[src/rtl/mem_port_arbiter_pkg.sv]
// Shared types and constants for the two-port memory arbiter.
// Holds the FSM state encoding, default limits and the datapath width.
package mem_port_arbiter_pkg;

  localparam int unsigned DATA_W               = 16;
  localparam int unsigned DEFAULT_STARVE_LIMIT = 3;
  localparam int unsigned DEFAULT_TIMEOUT      = 15;

  typedef enum logic [1:0] {
    IDLE    = 2'd0,
    IF_BUSY = 2'd1,
    D_BUSY  = 2'd2
  } arb_state_t;

endpackage

[src/rtl/mem_port_arbiter_timeout_counter.sv]
// Down-counter that bounds how long a memory access may stay outstanding.
// Loaded with LIMIT-1 on acceptance, so expired rises in the LIMIT-th busy cycle.
module arb_timeout_counter #(
  parameter int unsigned LIMIT = 15
) (
  input  logic clk,
  input  logic reset,
  input  logic load,
  input  logic en,
  output logic expired
);

  localparam int unsigned CW = (LIMIT < 2) ? 1 : $clog2(LIMIT + 1);

  logic [CW-1:0] cnt;

  always_ff @(posedge clk) begin
    if (reset) begin
      cnt <= '0;
    end else if (load) begin
      cnt <= CW'(LIMIT - 1);
    end else if (en && (cnt != '0)) begin
      cnt <= cnt - 1'b1;
    end
  end

  assign expired = (cnt == '0);

endmodule

[src/rtl/mem_port_arbiter.sv]
// Arbitrates a fetch port and a data port onto one single-outstanding memory port.
// Data normally wins; a waiting fetch is forced through after STARVE_LIMIT data grants.
//
// state   | meaning
// IDLE    | no access outstanding, arbitration happens at the next edge
// IF_BUSY | fetch read in flight on the memory port
// D_BUSY  | data read or write in flight on the memory port
module mem_port_arbiter
  import mem_port_arbiter_pkg::*;
#(
  parameter int unsigned STARVE_LIMIT = DEFAULT_STARVE_LIMIT,
  parameter int unsigned TIMEOUT      = DEFAULT_TIMEOUT
) (
  input  logic              clk,
  input  logic              reset,
  input  logic              if_req,
  input  logic [DATA_W-1:0] if_addr,
  output logic              if_gnt,
  output logic              if_valid,
  output logic [DATA_W-1:0] if_rdata,
  input  logic              d_req,
  input  logic              d_we,
  input  logic [DATA_W-1:0] d_addr,
  input  logic [DATA_W-1:0] d_wdata,
  output logic              d_gnt,
  output logic              d_valid,
  output logic [DATA_W-1:0] d_rdata,
  output logic              mem_req,
  output logic              mem_we,
  output logic [DATA_W-1:0] mem_addr,
  output logic [DATA_W-1:0] mem_wdata,
  input  logic              mem_ack,
  input  logic [DATA_W-1:0] mem_rdata,
  output logic              timeout_err
);

  localparam int unsigned SW = (STARVE_LIMIT < 2) ? 1 : $clog2(STARVE_LIMIT + 1);

  arb_state_t        state_q, state_d;
  logic [SW-1:0]     starve_cnt;
  logic              starve_hit;
  logic              grant_if, grant_d;
  logic              ack_done, to_done;
  logic              expired;
  logic [DATA_W-1:0] addr_q, wdata_q;
  logic              we_q;

  assign starve_hit = (starve_cnt == SW'(STARVE_LIMIT));

  always_ff @(posedge clk) begin
    if (reset) begin
      state_q <= IDLE;
    end else begin
      state_q <= state_d;
    end
  end

  always_comb begin
    state_d  = state_q;
    grant_if = 1'b0;
    grant_d  = 1'b0;
    ack_done = 1'b0;
    to_done  = 1'b0;
    case (state_q)
      IDLE: begin
        if (if_req && (!d_req || starve_hit)) begin
          grant_if = 1'b1;
          state_d  = IF_BUSY;
        end else if (d_req) begin
          grant_d = 1'b1;
          state_d = D_BUSY;
        end
      end
      IF_BUSY, D_BUSY: begin
        // An ack in the expiry cycle still counts as a normal completion.
        if (mem_ack) begin
          ack_done = 1'b1;
          state_d  = IDLE;
        end else if (expired) begin
          to_done = 1'b1;
          state_d = IDLE;
        end
      end
      default: state_d = IDLE;
    endcase
  end

  arb_timeout_counter #(.LIMIT(TIMEOUT)) u_timeout (
    .clk     (clk),
    .reset   (reset),
    .load    (grant_if | grant_d),
    .en      (state_q != IDLE),
    .expired (expired)
  );

  always_ff @(posedge clk) begin
    if (reset) begin
      if_gnt      <= 1'b0;
      d_gnt       <= 1'b0;
      if_valid    <= 1'b0;
      d_valid     <= 1'b0;
      if_rdata    <= '0;
      d_rdata     <= '0;
      addr_q      <= '0;
      wdata_q     <= '0;
      we_q        <= 1'b0;
      starve_cnt  <= '0;
      timeout_err <= 1'b0;
    end else begin
      if_gnt   <= grant_if;
      d_gnt    <= grant_d;
      if_valid <= (ack_done || to_done) && (state_q == IF_BUSY);
      d_valid  <= (ack_done || to_done) && (state_q == D_BUSY);

      if (grant_if) begin
        addr_q     <= if_addr;
        wdata_q    <= '0;
        we_q       <= 1'b0;
        starve_cnt <= '0;
      end
      if (grant_d) begin
        addr_q  <= d_addr;
        wdata_q <= d_wdata;
        we_q    <= d_we;
        if (if_req && !starve_hit) begin
          starve_cnt <= starve_cnt + 1'b1;
        end
      end

      if (state_q == IF_BUSY) begin
        if (ack_done) begin
          if_rdata <= mem_rdata;
        end else if (to_done) begin
          if_rdata <= '0;
        end
      end
      // Write completions leave d_rdata untouched; a timed-out access reports zero.
      if (state_q == D_BUSY) begin
        if (ack_done && !we_q) begin
          d_rdata <= mem_rdata;
        end else if (to_done) begin
          d_rdata <= '0;
        end
      end

      if (to_done) begin
        timeout_err <= 1'b1;
      end
    end
  end

  assign mem_req   = (state_q != IDLE);
  assign mem_we    = mem_req && we_q;
  assign mem_addr  = addr_q;
  assign mem_wdata = wdata_q;

endmodule
[config.mk]
export PLATFORM = sky130hd
export DESIGN_NAME = mem_port_arbiter
export DESIGN_NICKNAME = d
export VERILOG_FILES = /design/src/rtl/mem_port_arbiter_pkg.sv /design/src/rtl/mem_port_arbiter_timeout_counter.sv /design/src/rtl/mem_port_arbiter.sv
export SDC_FILE = /design/constraint.sdc
export NUM_CORES = 1
export LEC_CHECK = 0
export ABC_AREA = 1
export CAP_MARGIN = 40
export CORE_MARGIN = 2
export CORE_UTILIZATION = 30
export DETAILED_ROUTE_END_ITERATION = 8
export PLACE_DENSITY_LB_ADDON = 0.08
export SYNTH_ARGS = -nofsm -noshare
export SYNTH_HDL_FRONTEND = slang
export SYNTH_SLANG_ARGS = --single-unit
[constraint.sdc]
create_clock -name clk -period 1.8 [get_ports clk]
set_input_delay 0.18 -clock clk [delete_from_list [all_inputs] [get_ports clk]]
set_output_delay 0.18 -clock clk [all_outputs]
set_load 0.01 [all_outputs]
; After elaboration in Yosys (flattened, before gate mapping)
; Cells that the tools add are included.
[word_totals]
reg_bits = 78
inputBits = 70
wordCells = 76
out_inout_bits = 71
[op_classes]
bitwise = 1
eq_ne = 5
addsub = 2
n_reduce_logical = 25
muxes = 29
[op_table]
columns = cell, count
row1 = 16-bit 2-to-1 mux, 7
row2 = 2-bit 2-to-1 mux, 7
row3 = 1-bit 2-to-1 mux, 12
row4 = 2-bit nonzero test, 5
row5 = 4-bit 2-to-1 mux, 2
row6 = 1-bit logical AND, 7
row7 = "3-bit inequality test, second input constant", 2
row8 = 2-bit AND reduction, 3
row9 = "2-bit equality test, second input constant", 2
row10 = 4-bit zero test, 1
row11 = 2-bit case mux with 2 select lines, 1
row12 = 4-bit nonzero test, 1
row13 = 2-bit OR reduction, 2
row14 = "4-bit by 1-bit subtractor with 4-bit output, second input constant", 1
row15 = 1-bit zero test, 3
row16 = "2-bit by 1-bit adder with 2-bit output, second input constant", 1
row17 = "2-bit by 1-bit equality test with 1-bit output, second input constant", 1
row18 = 2-bit zero test, 1
row19 = 1-bit logical OR, 2
row20 = 1-bit OR, 1

; Logic depth before layout (Yosys ltp)
[logic_depth]
depth_word = 8
depth_mapped = 10
ltp_nobuf = 9

; Hierarchy
; Synthesis repeated with hierarchy kept, for this count alone.
[hier_totals]
cells_unflattened = 454
hier_area_um2 = 3243.1
[by_module_without_submodules]
columns = mod, instances, cells_per_inst, area_per_inst_um2, seq_area_each_um2
row1 = mem_port_arbiter, 1, 413, 2985.4, 1481.4
row2 = arb_timeout_counter, 1, 41, 257.7, 80.1

; Worst setup path after synthesis
; No wires, ideal clock.
[synth_path]
kind = register -> register
from = register state_q[0]
to = register if_rdata[6]
n_path_buf = 1
required_time_ps = 1668
stages_incl_launch_ff = 11
arrival_ps = 1387
setup_ps = 132
period_less_slack_ps = 1519
path_slack_ps = 281
path_cell_list = dfxtp_1 inv_1 ha_1 inv_2 nor2_4 nand3_2 nand2_1 nand2_2 buf_6 nand2_1 a21oi_1
[synth_via]
elab_chain_len = 5
elab_cells_between_ends = 8
cone_classes = eq/ne (2) / mux (3) / reduce/logical (3)
[synth_rtl]
columns = item, line
row1 = "start, declared", mem_port_arbiter.sv:39  ; arb_state_t state_q, state_d;
row2 = "start signal, assigned", mem_port_arbiter.sv:54  ; state_q <= state_d;
row3 = 2-bit by 1-bit equality test with 1-bit output / 2-bit equality test (equally long branches), "mem_port_arbiter.sv:64, mem_port_arbiter.sv:130"
row4 = 2-bit OR reduction, mem_port_arbiter.sv:64  ; case (state_q)
row5 = 1-bit 2-to-1 mux, mem_port_arbiter.sv:64
row6 = 2-bit nonzero test (no line), -
row7 = 2-bit AND reduction (no line), -
row8 = "end signal, assigned", mem_port_arbiter.sv:132  ; if_rdata <= mem_rdata;
row9 = "end, declared", mem_port_arbiter.sv:20  ; output logic [DATA_W-1:0] if_rdata,
; Several ways; a longest one is shown, not always the timed one.
; A chain may end at the register's enable or synchronous reset.

; Final worst setup path
[layout_path]
from = register state_q[0]
to = output port mem_req
[layout_via]
elab_chain_len = 1
[layout_rtl]
columns = item, line
row1 = 2-bit nonzero test, mem_port_arbiter.sv:152  ; assign mem_req = (state_q != IDLE);
row2 = "end, declared", mem_port_arbiter.sv:28  ; output logic mem_req,
; Every way passes these cells.

==> impl_metrics.ini <==
[pwr]
p_leak_nw = 1.81
powerDensity_mw_per_mm2 = 1130
power_switching_mw = 1.81
clkPwrFrac_pct = 25.8
intPower_mw = 3.71
combPwrFrac_pct = 35.4
vdd_ir_drop_max_uv = 581
seqPwrFrac_pct = 38.8
swShare_pct = 32.8

[critical_path]
rrSetupSlack_ps = 170
worstPathRequired_ps = 1620
crit_top_cell = inv_1
worstSetupPathType = register to output pin
worstSetupStartpointType = register
cp.arrival_ps = 1460
slowest_delay_ps = 330
crit_path_end_kind = output pin
critPathMaxFanout = 8
path_delay_family = buffers and inverters
cp_cell_sequence = inv_1, ha_2, inv_1, dlygate4sd2_1
cp_num_buf_inv = 3
critical-path-slowest-cell = dfxtp_1

[finish]
syn2layout_area_growth_pct = 56.5
n_antenna_cell = 0
layout.nets = 616
multi_input_area_mm2 = 0.00137
drive_above_1_share_pct = 7.52
regArea_mm2 = 0.00156
n_fill_cell = 1057

[logic_synthesis]
async_flop_share_pct = 0
synth-edff-count = 0
synth.avg_cell_area_um2 = 7.81
syn_area_mm2 = 0.00313
synth_top_flop_cell = dfxtp_1
ys_types = 30
synth_fp_nets = 477
ys_warn_count = 0
netlist_instances = 401
ys_seq_area_share_pct = 49.8
synth-seq-cells = 78

[routing]
detail_route.wirelength_um = 9010
detail-route-antenna-nets = 0
viasPerCell = 4.55
wl_per_cell_um = 13.2
drc = 0
vias = 3096
dr.pass1.iters = 6
dr.first_iter.drc_count = 73

[global_routing]
gr-total-overflow = 0
globalRouteTotalUtil_pct = 16.2
antenna_found_initial = 0
grt_max_degree = 41
grt_pass1_wl_um = 14500
grt_pass1_vias = 2994

[floorplan]
ios = 141
num_rows = 37
die_h_um = 106
start_util_pct = 30.6
core_area_mm2 = 0.0102
die_x_um = 106
die_area_mm2 = 0.0113

[sta]
layout_setup_ws_ps = 159
fin_setup_tns_ps = 0
fmax_mhz = 610
rsz0062_at_grt = no
worst_pin_slew_ps = 437
setup_viol = 0
fin_hold_ws_ps = 240
slew_headroom_pct = 70.9
skew_ps = 8.86
post-route-period-util_pct = 91.1
layout_min_cycle_time_ps = 1640
slew_violations = 0
finalHoldViolations = 0

[clocking]
clk_latency_ps = 340
cts_buffers = 9
cts_sinks = 78
htreeDepth = 3
hold_buffers = 0
cts_root_buffer = clkbuf_8
postCtsSetupRepairBufs = 0
path_clk_slew_ps = 70
cts_tree = done
cts_buffer_depth = 2

[place]
gp_congestion = 0.770
place_ws_ps = 53.7
port_buffers = 140
post-dp-hpwl_um = 6580

[worst_hold_path]
min_path_type = input pin to register

[outcome]
run_status = finished, final reports clean

[run]
drv_cap = 0
[Yosys cell counts (6+ instances only)]
library cell | instances | area share, %
nand2_1 | 103 | 12
dfxtp_1 | 78 | 50
a21oi_1 | 56 | 8.9
nand3_1 | 38 | 6.1
nor2_1 | 25 | 3.0
o21ai_1 | 24 | 3.8
inv_1 | 18 | 2.2
o21ai_0 | 10 | 1.6
buf_2 | 6 | 0.96
ha_1 | 6 | 2.4
[logic make-up after synthesis]
family | after synthesis | synth area share (%)
and+or+nand+nor | 177 | 24.9
AOI/OAI and AO/OA | 95 | 15.6
DFF | 78 | 49.8
buffers and inverters | 44 | 6.99
adders and majority gates | 6 | 2.40
xor gates and xnor gates | 1 | 0.280
[power by group through the flow]
| stage | Clock, mW | Sequential [mW] | Combinational [mW] |
|---|---|---|---|
| detailed placement | 0 | 2.18 | 1.98 |
| global placement | 0 | 2.17 | 1.95 |
| floorplan | 0 | 2.26 | 0.991 |
| global route | 1.56 | 2.17 | 2.15 |
| finish | 1.43 | 2.14 | 1.96 |
| CTS | 1.49 | 2.14 | 1.98 |
[worst paths after layout]
kind              cells past startpoint         start      endpoint
setup / recovery                      4    state_q[0]       mem_req
hold / removal                        4         reset  mem_addr[15]
setup reg to reg                      9    state_q[1]   if_rdata[9]
hold reg to reg                       2  mem_wdata[2]  mem_wdata[2]
[metrics by stage]
step	area [um2]	total power [mW]	util [%]	instances
6_report	4900	5.53	47.9	681
5_1_grt	4900	5.88	47.9	681
4_1_cts	4900	5.62	47.9	681
3_5_place_dp	4680	4.16	45.8	665
3_3_place_gp	4680	4.12	45.8	665
2_1_floorplan	3130	3.25	-	401
[worst register-to-register path: stages, from the launching register on]
cell     delay (ps)
dfxtp_1         360
inv_1            80
ha_2            380
inv_2            50
nor2_4          110
nand3_2          80
nand2_1         130
nand2_4         150
nand2_1         100
a21oi_1          60
[cells in the final DEF, fill, tap and decap left out, drive strengths merged]
cell type	count
ha	6
bufinv	2
xor2	1
o21ai	35
o211ai	1
nand4	3
dlygate4sd2	2
and2	1
nor2	29
nand3	39
dfxtp	78
clkdlybuf4s50	137
a21boi	1
a21oi	57
a31oi	1
inv	21
nand2	105
clkbuf	12
clkinv	3
buf	11
[flip-flops by register name, indices dropped and copies added (netlist names), 2 cells and up]
| signal | count |
|---|---|
| mem_wdata | 16 |
| mem_addr | 16 |
| starve_cnt | 2 |
| u_timeout.cnt | 4 |
| d_rdata | 16 |
| state_q | 2 |
| if_rdata | 16 |
[cell type report]
class                           count  share of cell area, %
Clock buffer                       12                   2.96
Clock inverter                      4                   1.43
Inverter                           22                   1.71
Multi-Input combinational cell    279                   27.9
Sequential cell                    78                   31.8
Tap cell                          136                   3.47
Timing Repair Buffer              150                   30.7
[routing by layer]
metal | vias up | share of wire (%) | track usage, % | wire [um]
met3 | 7 | 7.8 | 6.68 | 700
met4 | 0 | 0.80 | 4.42 | 72
li1 | 1592 | - | - | -
met2 | 89 | 47 | 26.4 | 4210
met5 | - | 0 | 0 | 0
met1 | 1408 | 45 | 19.6 | 4020
[repair_timing]
action	CTS	global route
endpoints found under the setup margin	2	9
gates resized for setup	3	1
pin swaps	0	0
Power figures use the tool's default switching activity.
